$ cat src/rtl/ir_command_ctrl_if.sv
// Command byte stream leaving the IR controller: valid/ready handshake.
// The controller drives the master side, the command consumer the slave side.
interface ir_command_ctrl_if;
    logic [7:0] cmd_out;
    logic       cmd_valid_out;
    logic       cmd_ready_in;

    modport master (output cmd_out, output cmd_valid_out, input cmd_ready_in);
    modport slave  (input cmd_out, input cmd_valid_out, output cmd_ready_in);
endinterface

$ cat src/rtl/ir_command_ctrl.sv
// IR remote command controller: supervises the frame decoder, validates frames,
// suppresses key repeats and queues accepted commands in a 4-deep FIFO.
module ir_command_ctrl #(
    parameter logic [7:0]  DEV_ADDR   = 8'h00,
    parameter int unsigned HOLDOFF    = 11_000_000,
    parameter int unsigned TIMEOUT    = 12_000_000,
    parameter int unsigned RST_CYCLES = 4
) (
    input  logic              clk_in,
    input  logic              rst_n_in,
    input  logic              enable_in,
    input  logic [31:0]       code_in,
    input  logic              new_code_in,
    input  logic [3:0]        dec_state_in,
    output logic              dec_rst_out,
    ir_command_ctrl_if.master cmd_if,
    output logic [7:0]        drop_count_out,
    output logic [1:0]        state_out
);

    localparam int HOLD_W = $clog2(HOLDOFF + 1);
    localparam int TO_W   = $clog2(TIMEOUT + 1);
    localparam int RC_W   = $clog2(RST_CYCLES + 1);
    localparam logic [HOLD_W-1:0] HOLD_LOAD = HOLD_W'(HOLDOFF);
    localparam logic [TO_W-1:0]   TO_LAST   = TO_W'(TIMEOUT - 1);
    localparam logic [RC_W-1:0]   RC_LAST   = RC_W'(RST_CYCLES - 1);

    typedef enum logic [1:0] {
        OFF     = 2'd0,
        START   = 2'd1,
        RUN     = 2'd2,
        RECOVER = 2'd3
    } state_t;

    state_t            state;
    logic [RC_W-1:0]   phase_cnt;
    logic [TO_W-1:0]   to_cnt;
    logic [HOLD_W-1:0] holdoff_cnt;
    logic [7:0]        last_cmd;
    logic [7:0]        fifo_mem [4];
    logic [1:0]        wr_ptr;
    logic [1:0]        rd_ptr;
    logic [2:0]        fifo_cnt;
    logic [7:0]        cmd_reg;
    logic              cmd_valid_reg;
    logic [7:0]        drop_cnt;

    // Assertion is immediate; release is retimed through two flops.
    logic [1:0] rst_sync;
    logic       rst_n;

    always_ff @(posedge clk_in or negedge rst_n_in) begin
        if (!rst_n_in) begin
            rst_sync <= 2'b00;
        end else begin
            rst_sync <= {rst_sync[0], 1'b1};
        end
    end

    assign rst_n = rst_sync[1];

    logic [7:0] f_a, f_na, f_c, f_nc;
    logic       frame_seen, integ_ok, frame_valid, repeat_hit, accept;
    logic       pop, push_ok, drop_evt;
    logic [1:0] rd_next;
    logic [2:0] cnt_next;
    logic [7:0] head_next;

    assign {f_a, f_na, f_c, f_nc} = code_in;
    assign frame_seen  = new_code_in && enable_in && (state == RUN);
    assign integ_ok    = (f_na == ~f_a) && (f_nc == ~f_c);
    assign frame_valid = frame_seen && integ_ok && (f_a == DEV_ADDR);
    assign repeat_hit  = (f_c == last_cmd) && (holdoff_cnt != '0);
    assign accept      = frame_valid && !repeat_hit;
    assign pop         = cmd_valid_reg && cmd_if.cmd_ready_in;
    assign push_ok     = accept && ((fifo_cnt != 3'd4) || pop);
    assign drop_evt    = (frame_seen && !integ_ok) || (accept && !push_ok);
    assign rd_next     = rd_ptr + {1'b0, pop};
    assign cnt_next    = fifo_cnt + {2'b00, push_ok} - {2'b00, pop};
    // A push into a queue that is (or is becoming) empty lands straight at the head.
    assign head_next   = (push_ok && (fifo_cnt == {2'b00, pop})) ? f_c : fifo_mem[rd_next];

    always_ff @(posedge clk_in or negedge rst_n) begin
        if (!rst_n) begin
            state       <= OFF;
            phase_cnt   <= '0;
            to_cnt      <= '0;
            dec_rst_out <= 1'b1;
        end else if (!enable_in) begin
            state       <= OFF;
            phase_cnt   <= '0;
            to_cnt      <= '0;
            dec_rst_out <= 1'b1;
        end else begin
            case (state)
                OFF: begin
                    state       <= START;
                    phase_cnt   <= '0;
                    dec_rst_out <= 1'b1;
                end
                START, RECOVER: begin
                    if (phase_cnt == RC_LAST) begin
                        state       <= RUN;
                        phase_cnt   <= '0;
                        dec_rst_out <= 1'b0;
                    end else begin
                        phase_cnt <= phase_cnt + RC_W'(1);
                    end
                end
                RUN: begin
                    if (dec_state_in == 4'd0) begin
                        to_cnt <= '0;
                    end else if (to_cnt == TO_LAST) begin
                        state       <= RECOVER;
                        to_cnt      <= '0;
                        dec_rst_out <= 1'b1;
                    end else begin
                        to_cnt <= to_cnt + TO_W'(1);
                    end
                end
                default: begin
                    state       <= OFF;
                    dec_rst_out <= 1'b1;
                end
            endcase
        end
    end

    // Disabling flushes the queue and forgets repeat history but keeps cmd_out and drops.
    always_ff @(posedge clk_in or negedge rst_n) begin
        if (!rst_n) begin
            for (int i = 0; i < 4; i++) begin
                fifo_mem[i] <= '0;
            end
            wr_ptr        <= '0;
            rd_ptr        <= '0;
            fifo_cnt      <= '0;
            cmd_reg       <= '0;
            cmd_valid_reg <= 1'b0;
            holdoff_cnt   <= '0;
            last_cmd      <= '0;
            drop_cnt      <= '0;
        end else if (!enable_in) begin
            wr_ptr        <= '0;
            rd_ptr        <= '0;
            fifo_cnt      <= '0;
            cmd_valid_reg <= 1'b0;
            holdoff_cnt   <= '0;
            last_cmd      <= '0;
        end else begin
            if (frame_valid) begin
                holdoff_cnt <= HOLD_LOAD;
            end else if (holdoff_cnt != '0) begin
                holdoff_cnt <= holdoff_cnt - HOLD_W'(1);
            end
            if (accept) begin
                last_cmd <= f_c;
            end
            if (push_ok) begin
                fifo_mem[wr_ptr] <= f_c;
                wr_ptr           <= wr_ptr + 2'd1;
            end
            rd_ptr        <= rd_next;
            fifo_cnt      <= cnt_next;
            cmd_valid_reg <= (cnt_next != 3'd0);
            if (cnt_next != 3'd0) begin
                cmd_reg <= head_next;
            end
            if (drop_evt && (drop_cnt != 8'hFF)) begin
                drop_cnt <= drop_cnt + 8'd1;
            end
        end
    end

    assign cmd_if.cmd_out       = cmd_reg;
    assign cmd_if.cmd_valid_out = cmd_valid_reg;
    assign drop_count_out       = drop_cnt;
    assign state_out            = state;

endmodule

$ cat src/flat_wrapper.sv
// flat-port wrapper written by rule: the top's interface ports become plain ports
module ir_command_ctrl_flat 
#(
    parameter logic [7:0]  DEV_ADDR   = 8'h00,
    parameter int unsigned HOLDOFF    = 11_000_000,
    parameter int unsigned TIMEOUT    = 12_000_000,
    parameter int unsigned RST_CYCLES = 4
)
  (clk_in, rst_n_in, enable_in, code_in, new_code_in, dec_state_in, dec_rst_out, drop_count_out, state_out, cmd_if_cmd_out, cmd_if_cmd_valid_out, cmd_if_cmd_ready_in);
  ir_command_ctrl_if cmd_if_i ();
  input  logic clk_in;
  input  logic rst_n_in;
  input  logic enable_in;
  input  logic [31:0] code_in;
  input  logic new_code_in;
  input  logic [3:0] dec_state_in;
  output logic dec_rst_out;
  output logic [7:0] drop_count_out;
  output logic [1:0] state_out;
  output wire logic [$bits(cmd_if_i.cmd_out)-1:0] cmd_if_cmd_out;
  output wire logic [$bits(cmd_if_i.cmd_valid_out)-1:0] cmd_if_cmd_valid_out;
  input wire logic [$bits(cmd_if_i.cmd_ready_in)-1:0] cmd_if_cmd_ready_in;
  assign cmd_if_cmd_out = cmd_if_i.cmd_out;
  assign cmd_if_cmd_valid_out = cmd_if_i.cmd_valid_out;
  assign cmd_if_i.cmd_ready_in = cmd_if_cmd_ready_in;
  ir_command_ctrl #(.DEV_ADDR(DEV_ADDR), .HOLDOFF(HOLDOFF), .TIMEOUT(TIMEOUT), .RST_CYCLES(RST_CYCLES)) u_core (.clk_in(clk_in), .rst_n_in(rst_n_in), .enable_in(enable_in), .code_in(code_in), .new_code_in(new_code_in), .dec_state_in(dec_state_in), .dec_rst_out(dec_rst_out), .cmd_if(cmd_if_i), .drop_count_out(drop_count_out), .state_out(state_out));
endmodule
$ cat config.mk
export PLATFORM = sky130hd
export DESIGN_NAME = ir_command_ctrl_flat
export DESIGN_NICKNAME = d
export VERILOG_FILES = /design/src/rtl/ir_command_ctrl_if.sv /design/src/rtl/ir_command_ctrl.sv /design/src/flat_wrapper.sv
export SDC_FILE = /design/constraint.sdc
export NUM_CORES = 1
export LEC_CHECK = 0
export CAP_MARGIN = 20
export CORE_UTILIZATION = 50
export DETAILED_ROUTE_END_ITERATION = 10
export GPL_TIMING_DRIVEN = 0
export PLACE_DENSITY_LB_ADDON = 0.1
export SLEW_MARGIN = 20
export SYNTH_ARGS = -nofsm -noshare
export SYNTH_HDL_FRONTEND = slang
export SYNTH_SLANG_ARGS = --single-unit
export TNS_END_PERCENT = 100
$ cat constraint.sdc
create_clock -name clk_in -period 5.6 [get_ports clk_in]
set_input_delay 0.84 -clock clk_in [delete_from_list [all_inputs] [get_ports clk_in]]
set_output_delay 0.84 -clock clk_in [all_outputs]
set_load 0.02 [all_outputs]
==> metrics.txt <==
Top Usage Layer GRT met2; die area 0.0127 sq mm; crit-path cells nor4_1 -> nand4b_1 -> or3_1 -> buf_4 -> nand2_1 -> nor4bb_1 -> ha_1 -> inv_1 -> fa_1 -> xnor2_1 -> xnor2_1 -> o31a_1 -> clkbuf_1 -> clkbuf_1 -> a21oi_1; FF-to-FF setup slack 500 ps; vias per inst between 5 and 6; Fin. Hold Viols 0; outcome finished clean; Core Footprint 0.0120 sq mm; Final WS setup just over 500 ps; power per cell area about 420 mW/mm^2; clk sink count 120; Avg Cell Area, Syn approximately 11 sq um; post-CTS setup buffer count 0; setup_tns 0 ps; Max Cap Viol 0; starting density of the core approximately half; Hold Crit Class reg -> async; hold-fix buffers at CTS 0; EDFF count, synth 0; DR iter-0 viols ~340; Leakage Power 0.00325 uW; first-pass GRT wire length roughly 23000 microns; Netlist cell types 50; share of layout cells above drive strength 1 a little over an eighth; Seq cells post-synth between 100 and 150; maximum vdd ir drop 0.377 mV; post-synthesis async set-or-reset flop share 100%; Site Rows 40; clk root buf clkbuf_16; register area share after synthesis 48.9%; CTS Buf Count 17; Peak Freq around 200 MHz; port bufs between 50 and 60; Clock Skew around 13 ps; Final setup violation count 0; capture point of the worst path u_core.cmd_if.cmd_out[4]; antenna violations before repair 0; Post-synth top flop dfrtp_1; most frequent cells in the layout dfrtp_1, clkdlybuf4s50_1, nand2_1, xnor2_1, nor2_1; minimum clock period after layout 5100 ps; CP peak stage delay 620 ps; reg2reg path depth 15; Overflow after GRT 0; critical register-to-register path startpoint u_core.holdoff_cnt[2]; clock-pin slew on the worst setup and hold paths ~50 ps; Critical R2R Capture u_core.cmd_if.cmd_out[4]; Final HPWL DP between 9000 and 10000 microns; Slew Limit Headroom around 25%; post-synthesis cell count a little under 600; syn_nets 630; Worst Path Required 5860 ps; Layout area overhead 23.7%; worst hold slack 245 ps; cts repair resizes 0; die width about 110 microns; Die H between 100 and 150 microns; period utilization 91.0%; Final Max Slew Viols 0; dpl ws ~450 ps; largest net degree at the start of global routing 51; slowest CP cell nor4_1; warnings from Yosys 0; IO Pins around 60; crit-path max FO 10; Worst setup startpoint u_core.holdoff_cnt[2]; vias in the first global route about 4500; mapped cell area roughly 0.0061 sq mm; Final Net Count around 700; RSZ-0062 raised after global routing no; met3 usage 5.30%; DRT Pass-1 Iters 4; final wirelength ~14000 microns; vias 4642; Worst Tran Pin Value between 1000 and 1500 ps; critical path class reg -> reg; GRT Util Overall a little under a quarter; TritonCTS clock tree yes; met2 usage about 36%; DR DRC count 0; Final ANT Viol Nets 0; Worst Setup Start Kind register; H-tree depth 4; commonest non-fill, non-tap cell in the layout dfrtp_1; Setup crit end kind register; gpl congestion roughly 0.82; data arrival time of the worst path between 5000 and 6000 ps; ant diodes 0; met1 usage about 32%; Clock Path Buffers 2; Routed wire per std cell 16.9 microns; worst skew pair latency 420 ps
[worst max-delay path: cells and delay by family (launching register included)]
kind | cells | cell delay (ps)
compound gates | 2 | 300
xor+xnor | 2 | 350
fa+ha+maj | 2 | 630
buf+inv | 4 | 1150
flops | 1 | 420
simple gates | 5 | 2100
[Yosys cell counts, types with 10 or more instances]
cell | n | area (sq um)
dfrtp_1 | 119 | 2980
nand2_1 | 47 | 176
xnor2_1 | 45 | 394
nor2_1 | 44 | 165
mux2_2 | 34 | 383
a21oi_1 | 24 | 120
nand3_1 | 24 | 120
clkbuf_1 | 22 | 82.6
xor2_1 | 22 | 193
o21ai_0 | 19 | 95.1
nor3_1 | 18 | 90.1
nor4_1 | 15 | 93.8
ha_1 | 11 | 138
nand4_1 | 11 | 68.8
a31oi_1 | 10 | 62.6
and2_1 | 10 | 62.6
inv_1 | 10 | 37.5
mux2i_1 | 10 | 100
[power breakdown]
part	internal [uW]	switching [uW]
Combinational	380	468
Clock	900	394
Sequential	980	97.8
[registers in the layout, summed over array words and instances (netlist names)]
register                     cells
u_core.cmd_if.cmd_valid_out      1
u_core.to_cnt                   24
u_core.fifo_mem                 32
u_core.cmd_if.cmd_out            8
u_core.wr_ptr                    2
u_core.rst_sync                  2
u_core.dec_rst_out               1
u_core.holdoff_cnt              24
u_core.rd_ptr                    2
u_core.phase_cnt                 3
u_core.drop_count_out            8
u_core.last_cmd                  8
u_core.state_out                 2
u_core.fifo_cnt                  3
[layer usage]
metal	share of wire (%)	up-vias
met1	47	2341
li1	-	2196
met3	3.4	17
met5	0	-
met4	1.4	0
met2	48	88
[final cells by class]
type                    count  area, sq um
flip-flops and latches    120         3010
repair buffers             54          571
multi-input cells         421         3000
plain buffers              26          103
clock buffers              19          453
well taps                 147          184
fillers                  1000         4410
clock inverters            13          248
inverters                  10         37.5
[logic make-up (layout without fill, tap and decap cells)]
kind of cell / count (synthesis) / count (layout) / synth area share [%]
compound gates: 78 / 78 / 8.14
xor+xnor: 67 / 67 / 9.55
fa+ha+maj: 12 / 12 / 2.56
buf+inv: 36 / 122 / 2.28
flops: 120 / 120 / 48.9
mux: 52 / 52 / 10.8
other cells: 1 / 1 / 0.0610
simple gates: 211 / 211 / 17.7
[how the worst min path moves through the flow]
| stage | endpoint | slack [ps] | depth (start not counted) |
|---|---|---|---|
| after floorplan | u_core.rst_sync[1] | 330 | 0 |
| after global placement | u_core.rst_sync[1] | 340 | 0 |
| after detailed placement | u_core.phase_cnt[0] | 250 | 0 |
| after CTS | u_core.holdoff_cnt[22] | 260 | 0 |
| after global routing | u_core.holdoff_cnt[22] | 280 | 0 |
| final | u_core.holdoff_cnt[22] | 250 | 0 |
[through the flow]
stage / utilization (%) / total power (uW) / cell area [sq um] / std cells
after floorplan: - / 1690 / 6150 / 577
after global placement: 57.0 / 1900 / 6840 / 775
after detailed placement: 57.5 / 1930 / 6910 / 778
after CTS: 63.3 / 3240 / 7610 / 810
after global routing: 63.3 / 3380 / 7610 / 810
final: 63.3 / 3220 / 7610 / 810
No activity file was read; power rests on OpenSTA's default activity.
